<file path="config.mk">
export PLATFORM = sky130hd
export DESIGN_NAME = fetch_stage
export DESIGN_NICKNAME = d
export VERILOG_FILES = /design/src/rtl/fetch_stage.sv
export SDC_FILE = /design/constraint.sdc
export NUM_CORES = 1
export LEC_CHECK = 0
export BUFFER_PORTS_ARGS = -buffer_cell sky130_fd_sc_hd__buf_2
export CORE_ASPECT_RATIO = 0.5
export CORE_UTILIZATION = 34
export DETAILED_ROUTE_END_ITERATION = 12
export PLACE_DENSITY_LB_ADDON = 0.2
export SYNTH_ARGS = -nofsm -noshare
export SYNTH_HDL_FRONTEND = slang
export SYNTH_SLANG_ARGS = --single-unit
</file>
<file path="constraint.sdc">
create_clock -name clk -period 4 [get_ports clk]
set_clock_uncertainty 0.05 [all_clocks]
set_input_delay 0.2 -clock clk [delete_from_list [all_inputs] [get_ports clk]]
set_output_delay 0.2 -clock clk [all_outputs]
set_load 0.03 [all_outputs]
</file>
<file path="src/rtl/fetch_stage.sv">
// -----------------------------------------------------------------------------
// fetch_stage
//
// Instruction-fetch stage of the simple RV32 in-order pipeline. Owns the
// program counter, drives the instruction-memory address and computes the PC
// for the next enabled edge: sequential pc+4, or a redirect from the execute
// stage branch unit. The redirect has priority over the pipeline stall so a
// taken branch is never dropped.
//
// Optional feature macro: FETCH_MISALIGN_EN
//   defined   - adds the `misaligned` output and forces redirect targets to
//               word alignment ({branch_addr[31:2], 2'b00}).
//   undefined - no `misaligned` port; branch_addr is loaded verbatim.
//
// Parameters:
//   RESET_PC      PC value loaded while rst is high.
//
// Ports:
//   clk           in   1   rising-edge clock
//   rst           in   1   asynchronous, active-high reset
//   stall         in   1   pipeline stall; holds pc when no redirect
//   branch_taken  in   1   redirect request for the current cycle
//   branch_addr   in   32  redirect target
//   pc            out  32  registered PC of the instruction being fetched
//   inst_addr     out  32  instruction memory address (copy of pc)
//   next_pc       out  32  value pc takes at the next enabled edge
//   misaligned    out  1   (FETCH_MISALIGN_EN only) redirect target not
//                          word-aligned
// -----------------------------------------------------------------------------
module fetch_stage #(
    parameter logic [31:0] RESET_PC = 32'h0000_0000
) (
    input  logic        clk,
    input  logic        rst,
    input  logic        stall,
    input  logic        branch_taken,
    input  logic [31:0] branch_addr,
    output logic [31:0] pc,
    output logic [31:0] inst_addr,
`ifdef FETCH_MISALIGN_EN
    output logic        misaligned,
`endif
    output logic [31:0] next_pc
);

    logic [31:0] pc_p0;
    logic [31:0] target;
    logic [31:0] seq_pc;
    logic        pc_en;

    // Redirect target formation; alignment only applies with the macro.
    function automatic logic [31:0] redirect_target(input logic [31:0] addr);
`ifdef FETCH_MISALIGN_EN
        return {addr[31:2], 2'b00};
`else
        return addr;
`endif
    endfunction

    assign target = redirect_target(branch_addr);
    // Modulo-2^32 increment: 32'hFFFF_FFFC wraps to 0 by truncation.
    assign seq_pc = pc_p0 + 32'd4;

    always_comb begin
        next_pc = seq_pc;
        if (branch_taken) begin
            next_pc = target;
        end
    end

    // Branch overrides stall, so the register is enabled whenever a redirect
    // is requested even if the rest of the pipeline is frozen.
    assign pc_en = branch_taken | ~stall;

`ifdef FETCH_MISALIGN_EN
    assign misaligned = branch_taken & (branch_addr[1:0] != 2'b00);
`endif

    // ---- PC register (fetch stage boundary) ----
    always_ff @(posedge clk or posedge rst) begin
        if (rst) begin
            pc_p0 <= RESET_PC;
        end else if (pc_en) begin
            pc_p0 <= next_pc;
        end
    end

    assign pc        = pc_p0;
    assign inst_addr = pc_p0;

endmodule

</file>
==> results of run 1 <==
-- per-stage QoR --
stage / utilization / worst slack (ns)
3_3_place_gp: 0.4322 / 1.276
4_1_cts: 0.4527 / 0.9300
3_5_place_dp: 0.4322 / 1.249
6_report: 0.4527 / 0.9559
5_1_grt: 0.4527 / 0.7527
2_1_floorplan: - / 0.9567
-- cell type report --
| cell class | count | area [um2] | share of cell area |
|---|---|---|---|
| multi-input combinational | 240 | 1622 | 0.4697 |
| sequential | 32 | 800.8 | 0.2320 |
| timing repair buffer | 139 | 718.2 | 0.2080 |
| clock buffer | 8 | 146.4 | 0.04241 |
| tap | 108 | 135.1 | 0.03914 |
| inverter | 8 | 30.03 | 0.008699 |
-- how the worst min path moves through the flow --
stage / start / end / slack (ns) / cells after the start
after floorplan: rst / inst_addr[0]$_DFFE_PP0P_ / 0.27 / 1
after global placement: rst / inst_addr[2]$_DFFE_PP0P_ / 0.28 / 3
after detailed placement: rst / inst_addr[3]$_DFFE_PP0P_ / 0.28 / 3
after CTS: branch_addr[2] / inst_addr[2]$_DFFE_PP0P_ / 0.10 / 3
after global routing: branch_addr[9] / inst_addr[9]$_DFFE_PP0P_ / 0.11 / 2
final: branch_addr[2] / inst_addr[2]$_DFFE_PP0P_ / 0.1 / 3
-- tightest hold or removal path, cell delays in order --
cell,delay (ns)
buf_2,0.08
nand2_1,0.05
o21ai_0,0.06
-- per-layer routing --
| metal | wire length [um] | GRT usage | vias to the layer above |
|---|---|---|---|
| li1 | - | - | 1403 |
| met2 | 3624 | 0.3125 | 86 |
| met3 | 463 | 0.04854 | 6 |
| met4 | 54 | 0.03198 | 0 |
| met1 | 3629 | 0.2548 | 1310 |
| met5 | 0 | 0 | - |
-- layout by cell type (no fill, tap or decap), types with 3 or more instances in the layout --
master and count:
xnor2_1 10, a211oi_1 22, nand4_1 8, or3_1 9
nand2_1 18, o21ai_0 18, or4_1 7, inv_1 8
o31ai_1 3, a311oi_1 8, a31oi_1 10, buf_4 7
and3_1 5, dfrtp_1 32, nand3_1 12, nor2b_1 4
xor2_1 10, nor3_1 20, nor2_1 21, clkbuf_16 5
buf_2 131, nor4_1 16, mux2_2 24
-- cells by family (layout without fill, tap and decap cells) --
group	after synthesis	count (layout)
buffers and inverters	62	155
adder cells (fa/ha/maj)	1	1
XOR/XNOR	20	20
AND/OR/NAND/NOR	129	129
AO/OA/AOI/OAI	65	65
flip-flops	32	32
multiplexers	25	25
-- power by group --
group / switching [mW] / leakage, nW / internal (mW)
clock network: 0.142 / 0.0712 / 0.248
registers: 0.0724 / 0.371 / 0.362
logic: 0.391 / 1.02 / 0.176
total: 0.605 / 1.46 / 0.786
-- what timing repair did --
action | 4_1_cts | 5_1_grt
buffers inserted | 0 | 0
hold buffers | 1 | 0
hold endpoints to repair | 32 | 0
==> results.tsv, run 1 <==
stage	metric	value	unit
synthesis	synth_top_area_cell	dfrtp_1	
grt	antenna_found_initial	0	
synthesis	synth_xor_area_frac	0.06284	
critical_path	critical_path_class	reg2out	
layout	diodes	0	
floorplan	die_width	130.1	um
synthesis	synth.net_count	371	
critical_path	cpPeakStageDelay	0.75	ns
route	wl	7771	um
grt	grt-ovfl-total	0	
critical_path	worstPathArrival	2.79	ns
floorplan	start_util	0.3656	
cts	clk_pin_slew	0.05	ns
route	drt-initial-drc-count	125	
timing	fmax	0.3285	GHz
synthesis	synth-compound-area-share	0.1593	
synthesis	synth_top_family_by_area	simple AND/OR/NAND/NOR gates	
placement	dpl.cell_count	526	
floorplan	fp.dieH	66.03	um
timing	period_minus_slack	3.044	ns
timing	fin_crit_sh	0.7610	
layout	final_area	3452	um2
route	vias_per_cell	5.243	
power	power.density	403.0	nW/um2
critical_path	worstRegToRegCells	4	
floorplan	num_io_pins	132	
critical_path	cp_max_fo	14	
synthesis	synth_mux_area_frac	0.1005	
layout	area_growth	23.83	%
placement	place_hpwl	5707	um
flow_run	maxCapViolCount	0	
power	p_leak	1.460	nW
cts	cts_root_buf	clkbuf_16	
synthesis	async_reset_ff_frac	1.000	
synthesis	synth_fa_ha_area_frac	0.004488	
synthesis	synth_cells	334	
floorplan	dieArea	8587	um2
synthesis	synth_common_cells	buf_4 (32), dfrtp_1 (32), mux2_2 (24)	
grt	grt_pass1_wl	12710	um
synthesis	yosysTopAreaCellShare	0.2873	
timing	rsz0062_at_grt	no	
timing	setup_tns	0	ns
timing	slew_violations	0	
synthesis	yosysWarnings	0	
synthesis	synth_area_per_cell	8.346	um2
synthesis	synth_edf_count	0	
layout	drive_gt1_frac	0.4005	
synthesis	synth_seq_cells	32	
cts	clockBufferDepth	2	
placement	port_buffers	131	
critical_path	cp-endpoint	next_pc[31]	
critical_path	start_kind	register	
critical_path	crit_start	inst_addr[2]$_DFFE_PP0P_	
grt	grt_use_total	0.1905	
cts	insertion_delay	0.28	ns
grt	grt_pass1_vias	2567	
timing	finalSetupViolCount	0	
layout	fillers	782	
critical_path	slowest_stage	or4_4	
layout	nNetsFinal	463	
min_path	min_path_type	in2reg	
synthesis	synthFlopType	dfrtp_1	
synthesis	synthSimpleGateAreaFrac	0.2545	
run_status	status	finished, final reports clean	
critical_path	cp.depth	5	
timing	hold_violations	0	
critical_path	r2r_slack	1.49	ns
timing	worstMarginPinSlew	1.090	ns
timing	holdWs	0.09692	ns
route	wl_per_cell	14.53	um
grt	grt_max_degree	42	
critical_path	path_delay_family	simple AND/OR/NAND/NOR gates	
route	vias	2805	
cts	post_cts_resized	0	
synthesis	seq_area_frac_synth	0.2873	
layout	fin_cells	535	
critical_path	cp_cell_sequence	nand4_1, or4_4, or4_1, a31oi_1, buf_2	
route	dr.pass1.iters	4	
critical_path	critPathCaptureType	output pin	
power	power	1.391	mW
synthesis	synth_cell_type_count	37	
floorplan	rows	22	
route	drtAntennaViolNets	0	
layout	largest_register_ffs	32	
synthesis	syn_area	2788	um2
critical_path	critPathRequiredTime	3.75	ns
critical_path	rr_endpoint	inst_addr[31]$_DFFE_PP0P_	
placement	place_congestion	0.8071	
synthesis	ys_top_cells_by_area	dfrtp_1 (29%), mux2_2 (9.7%), buf_4 (8.6%)	
cts	tritoncts	built	
critical_path	crit_buf_inv	1	
placement	place_area	3296	um2
critical_path	timing.rr.start	inst_addr[2]$_DFFE_PP0P_	
cts	h-tree-depth	2	
cts	clock-sinks	32	
cts	numCtsBuffers	5	
route	drc_errors	0	
floorplan	core_area	7625	um2
timing	relSlewSlack	0.2666	
power	max-vdd-ir-drop	0.1754	mV
Power figures use the tool's default switching activity.
==> run 2, diff against run 1 <==
- ABC_AREA: default -> 1
- clock period: 4 -> 2.6 ns (I/O delays scaled with it)
==> run 2 against run 1 <==
  * Synthesized cell count up 36%
  * Non-clock buffer count down 1
  * Critical path depth up 4
  * Setup slack worse by 0.61 ns
  * Sequential power up 55%
==> results.tsv, run 2 <==
stage	metric	value	unit	change
critical_path	cp_cell_sequence	ha_1, nand2_2, nor2_8, nand2_2, nor2_1, nand2_1, nand3_1, o21a_1, buf_2		
critical_path	critical_path_class	reg2out		
cts	post_cts_resized	0		unchanged
route	drtAntennaViolNets	0		unchanged
timing	rsz0062_at_grt	no		
route	met2_length	3461	um	-4.5%
floorplan	rows	23		+4.5%
route	drc_errors	0		unchanged
layout	final_core_util	0.4448		-0.007971
floorplan	num_io_pins	132		unchanged
cts	cts_root_buf	clkbuf_16		
grt	grt_pass1_vias	2725		+6.2%
power	power.density	612.9	nW/um2	+52%
critical_path	cpPeakStageDelay	0.46	ns	-0.29 ns
floorplan	fp.dieH	67.39	um	+2.1%
route	route.met3.wl	563	um	+22%
timing	fmax	0.4436	GHz	
critical_path	slowest_stage	dfrtp_1		
cts	numCtsBuffers	5		unchanged
cts	clk_pin_slew	0.05	ns	about the same
min_path	min_path_type	in2reg		
grt	grt_max_degree	33		-21%
floorplan	start_util	0.3570		-0.008561
cts	cts_hold_buf	1		unchanged
synthesis	yosysTopAreaCellShare	0.2754		-0.01187
power	p_leak	1.919	nW	+31%
route	dr.pass1.iters	5		+1
route	drt-initial-drc-count	208		+66%
min_path	hp-start	branch_addr[1]		
critical_path	cp_max_fo	6		-8
synthesis	synthFlopType	dfrtp_1		
layout	largest_register_ffs	32		unchanged
critical_path	crit_start	inst_addr[3]$_DFFE_PP0P_		
route	vias	3074		+9.6%
flow_run	maxCapViolCount	0		unchanged
route	wl_per_cell	12.79	um	-12%
floorplan	die_width	132.8	um	+2.1%
layout	fin_cells	666		+24%
layout	final_cell_mix	nand2_1 (152), buf_2 (131), nand3_1 (48), nor2_1 (37), inv_1 (34)		
cts	tritoncts	built		
grt	grt_pass1_wl	13600	um	+7.0%
timing	finalSetupViolCount	0		unchanged
synthesis	seq_area_frac_synth	0.2754		-0.01187
run_status	status	finished, final reports clean		
layout	drive_gt1_frac	0.3448		-0.05570
critical_path	critPathRequiredTime	2.42	ns	-1.33 ns
layout	nNetsFinal	590		+27%
power	power	2.220	mW	+60%
critical_path	timing.rr.start	inst_addr[3]$_DFFE_PP0P_		
route	wl	8520	um	+9.6%
power	max-vdd-ir-drop	0.3248	mV	+85%
placement	port_buffers	131		unchanged
critical_path	start_kind	register		
timing	relSlewSlack	0.6557		+0.3891
synthesis	async_reset_ff_frac	1.000		unchanged
synthesis	ys_top_cells_by_area	dfrtp_1 (28%), nand2_1 (20%), nand3_1 (8.3%)		
cts	h-tree-depth	2		unchanged
floorplan	dieArea	8948	um2	+4.2%
route	wirelength_met1	4455	um	+23%
layout	area_growth	24.57	%	
critical_path	crit_top_cell	nand2_2		
synthesis	synth_cells	453		+36%
synthesis	synth.net_count	490		+32%
timing	period_minus_slack	2.254	ns	
placement	place_congestion	0.9673		+20%
layout	final_common_cell	nand2_1		
grt	antenna_found_initial	0		unchanged
synthesis	synth_most_common_cell	nand2_1		
synthesis	synth_cell_type_count	28		-24%
cts	cts_setup_buffers	0		unchanged
placement	dpl.cell_count	657		+25%
synthesis	synth_top_area_cell	dfrtp_1		
cts	clockBufferDepth	2		unchanged
synthesis	syn_area	2908	um2	+4.3%
critical_path	worstPathArrival	2.07	ns	-0.72 ns
synthesis	synth_edf_count	0		unchanged
grt	grt-ovfl-total	0		unchanged
cts	clock-sinks	32		unchanged
synthesis	synth_common_cells	nand2_1 (152), nand3_1 (48), nor2_1 (37)		
route	routed.top_layer	met4		
grt	grt_use_total	0.1962		+0.005681
synthesis	yosysWarnings	0		unchanged
critical_path	critPathCaptureType	output pin		
synthesis	synth_seq_cells	32		unchanged
timing	setup_tns	0	ns	unchanged
layout	diodes	0		unchanged
route	vias_per_cell	4.616		-12%
timing	fin_crit_sh	0.8670		
floorplan	core_area	8144	um2	+6.8%
timing	slew_violations	0		unchanged
timing	worstMarginPinSlew	0.5157	ns	-0.5744 ns
placement	place_hpwl	6662	um	+17%
timing	holdWs	0.01393	ns	-0.08299 ns
synthesis	synth_area_per_cell	6.419	um2	-23%
cts	insertion_delay	0.28	ns	about the same
timing	hold_violations	0		unchanged
-- run 2: cell count changes in the layout (fill, tap and decap cells not counted), moves of 10 or more --
cell	delta
o21ai_1	+13
nor4_1	-16
or2_2	+13
inv_1	+26
mux2_2	-24
nand2_1	+134
xnor2_1	-10
a211oi_1	-22
nand3_1	+36
nor2_1	+16
nor3_1	-20
and2_1	+10
o21ai_0	-12
xor2_1	-10
-- run 2: cells by family (layout without fill, tap and decap cells) --
group           count (synthesis)  after routing  synth area share
compound gates                 44             44           0.09294
flops                          32             32            0.2754
simple gates                  292            292            0.4746
buf+inv                        84            185            0.1527
fa+ha+maj                       1              1          0.004302
-- run 2: critical path: cells and delay by family, from the launching register on --
family                   cells  cell delay (ns)
adder cells (fa/ha/maj)      1             0.26
flip-flops                   1             0.46
AO/OA/AOI/OAI                1             0.13
AND/OR/NAND/NOR              6             0.76
buffers and inverters        1             0.18
-- run 2: final cells by class --
| cell class | instances | area [um2] |
|---|---|---|
| Clock buffer | 6 | 138.9 |
| Tap cell | 112 | 140.1 |
| Clock inverter | 2 | 10.01 |
| Inverter | 39 | 146.4 |
| Fill cell | 871 | 4522 |
| Timing Repair Buffer | 138 | 723.2 |
| Multi-Input combinational cell | 337 | 1663 |
| Sequential cell | 32 | 800.8 |
-- run 2: final timing paths --
path	end	depth (start not counted)	slack [ns]
worst min-delay path	inst_addr[1]$_DFFE_PP0P_	3	0.01
min in group asynchronous	inst_addr[0]$_DFFE_PP0P_	4	0.44
worst min register to register	inst_addr[0]$_DFFE_PP0P_	2	0.48
max in group asynchronous	inst_addr[14]$_DFFE_PP0P_	4	1.73
worst max-delay path	next_pc[16]	9	0.35
worst max register to register	inst_addr[16]$_DFFE_PP0P_	8	0.81
-- run 2: routing by layer --
layer | vias up | global-route usage
met4 | 0 | 0.03305
met2 | 108 | 0.2886
met1 | 1360 | 0.2899
met3 | 6 | 0.04730
li1 | 1600 | -
met5 | - | 0
-- run 2: through the flow --
step / setup slack [ns] / cell area (um2)
final: 0.3457 / 3622
after global routing: 0.1894 / 3622
after CTS: 0.3209 / 3622
after detailed placement: 0.6331 / 3463
after global placement: 0.6366 / 3463
after floorplan: 0.5322 / 2908
-- run 2: where the power goes --
part | switching [mW] | leakage, nW | total [mW] | internal (mW)
Sequential | 0.113 | 0.379 | 0.675 | 0.562
Clock | 0.227 | 0.0766 | 0.604 | 0.377
Combinational | 0.673 | 1.46 | 0.941 | 0.268
==> run 3, diff against run 2 <==
==> constraint.sdc (replaced) <==
create_clock -name clk -period 2.6 [get_ports clk]
set_clock_uncertainty 0.05 [all_clocks]
set_input_delay 0.52 -clock clk [delete_from_list [all_inputs] [get_ports clk]]
set_output_delay 0.52 -clock clk [all_outputs]
set_load 0.03 [all_outputs]
==> run 3 against run 2 <==
  * Wire length is 1.5% higher
  * Fmax is 9.7% lower
  * First-iteration DRC count down 11%
  * Clock-buffer cell count rose by 1
  * Flip-flop and latch count did not move
  * Total power is 2.2% higher
  * Clock power rose by 3%
  * Global-route usage increased by 0.36 points
  * Sequential power about the same
  * Critical path type unchanged
  * Critical endpoint is now next_pc[14]
==> results.tsv, run 3 (synthesized netlist as in run 2, its figures left out) <==
stage	metric	value	unit	change
critical_path	start_kind	register		
critical_path	path_delay_family	simple AND/OR/NAND/NOR gates		
placement	place_hpwl	6806	um	+2.2%
floorplan	fp.dieH	67.39	um	unchanged
cts	h-tree-depth	2		unchanged
cts	clock-sinks	32		unchanged
grt	grt_use_total	0.1998		+0.003607
timing	setup_slack	0.1027	ns	-0.2430 ns
run_status	status	finished, final reports clean		
cts	cts_root_buf	clkbuf_16		
critical_path	cpPeakStageDelay	0.42	ns	-0.04 ns
power	power.density	609.5	nW/um2	-0.55%
timing	finalSetupViolCount	0		unchanged
floorplan	start_util	0.3570		unchanged
route	wl	8647	um	+1.5%
critical_path	critPathCaptureType	output pin		
critical_path	crit_top_cell	nand2_1		
timing	period_minus_slack	2.497	ns	+0.2430 ns
cts	clockBufferDepth	2		unchanged
placement	dp_slack	0.3049	ns	-0.3282 ns
grt	grt_pass1_wl	13830	um	+1.7%
timing	worstMarginPinSlew	0.4651	ns	-0.05057 ns
timing	hold_violations	0		unchanged
cts	clk_pin_slew	0.05	ns	about the same
grt	grt_pass1_vias	2728		+0.11%
timing	setup_tns	0	ns	unchanged
timing	relSlewSlack	0.6892		+0.03346
timing	fmax	0.4004	GHz	-9.7%
route	vias_per_cell	4.635		+0.42%
floorplan	num_io_pins	132		unchanged
placement	place_congestion	0.8994		-7.0%
critical_path	slowest_stage	dfrtp_2		
floorplan	core_area	8144	um2	unchanged
route	dr.pass1.iters	5		unchanged
layout	largest_register_ffs	32		unchanged
layout	nNetsFinal	596		+1.0%
grt	antenna_found_initial	0		unchanged
critical_path	critPathRequiredTime	2.03	ns	-0.39 ns
layout	drive_gt1_frac	0.3810		+0.03627
critical_path	critical_path_class	reg2out		
cts	numCtsBuffers	5		unchanged
power	p_leak	1.949	nW	+1.6%
layout	final_core_util	0.4571		+0.01229
timing	holdWs	0.2815	ns	+0.2676 ns
layout	final_cell_mix	nand2_1 (152), buf_2 (131), nand3_1 (47), nor2_1 (36), inv_1 (34)		
power	power	2.269	mW	+2.2%
floorplan	rows	23		unchanged
layout	final_common_cell	nand2_1		
route	drt-initial-drc-count	185		-11%
timing	slew_violations	0		unchanged
layout	fillers	856		-1.7%
critical_path	cp_max_fo	6		unchanged
timing	fin_crit_sh	0.9605		+0.09347
floorplan	die_width	132.8	um	unchanged
power	max-vdd-ir-drop	0.2822	mV	-13%
floorplan	dieArea	8948	um2	unchanged
route	wl_per_cell	12.89	um	+0.73%
route	drtAntennaViolNets	0		unchanged
cts	tritoncts	built		
grt	grt-ovfl-total	0		unchanged
placement	port_buffers	131		unchanged
route	drc_errors	0		unchanged
critical_path	crit_buf_inv	1		unchanged
critical_path	cp_cell_sequence	nand2_1, nor2_4, nand2_2, nor2_2, nand2_1, nand3_1, o21a_1, buf_2		
critical_path	worstPathArrival	1.93	ns	-0.14 ns
route	vias	3110		+1.2%
layout	diodes	0		unchanged
min_path	min_path_type	in2async		
layout	area_growth	28.01	%	
grt	grt_max_degree	33		unchanged
cts	insertion_delay	0.28	ns	about the same
flow_run	maxCapViolCount	0		unchanged
## run 3: cell count changes in the layout (fill, tap and decap cells not counted), sizes merged
cell / change
buf: +7
clkbuf: +1
clkinv: -4
clkinvlp: +2
dlygate4sd3: -1
## run 3: path summary, 6_finish.rpt
check	start	end	slack (ns)	cells after the start
max reg2reg	inst_addr[2]$_DFFE_PP0P_	inst_addr[18]$_DFFE_PP0P_	0.96	8
max in group asynchronous	rst	inst_addr[10]$_DFFE_PP0P_	1.87	3
min	rst	inst_addr[5]$_DFFE_PP0P_	0.28	3
min in group clk	branch_addr[1]	inst_addr[1]$_DFFE_PP0P_	0.41	3
max	inst_addr[9]$_DFFE_PP0P_	next_pc[14]	0.10	8
min reg2reg	inst_addr[1]$_DFFE_PP0P_	inst_addr[1]$_DFFE_PP0P_	0.47	2
## run 3: through the flow
step	area [um2]	instances
after floorplan	2908	453
after global placement	3491	659
after detailed placement	3491	659
after CTS	3651	667
after global routing	3722	671
final	3722	671
## run 3: final cells by class
cell class                      count  area, um2  share of cell area
Tap cell                          112      140.1             0.03765
Multi-Input combinational cell    337       1683              0.4521
Sequential cell                    32      814.5              0.2188
Timing Repair Buffer              144      778.2              0.2091
Inverter                           39      153.9             0.04134
Clock buffer                        7      152.6             0.04101
## run 3: metal layers
layer  wire length [um]  up-vias  part of all wire  global-route usage
met3                695        8             0.080             0.05330
li1                   -     1602                 -                   -
met1               4411     1398              0.51              0.2866
met4                 45        0            0.0052             0.02586
met5                  0        -                 0                   0
met2               3494      102              0.40              0.3056
## run 3: where the power goes
part	switching (mW)	total, mW	internal, mW
sequential	0.109	0.676	0.566
combinational	0.688	0.974	0.286
clock	0.218	0.620	0.402
## run 3: worst min-delay path, stage by stage
cell and delay, ns:
buf_2 0.09, inv_1 0.04, buf_4 0.39
## run 3: what timing repair did
action | CTS | global route
setup endpoints to repair | 1 | 15
pin swaps | 0 | 1
gates resized for setup | 0 | 18
buffers inserted | 1 | 4
hold buffers | 0 | 0
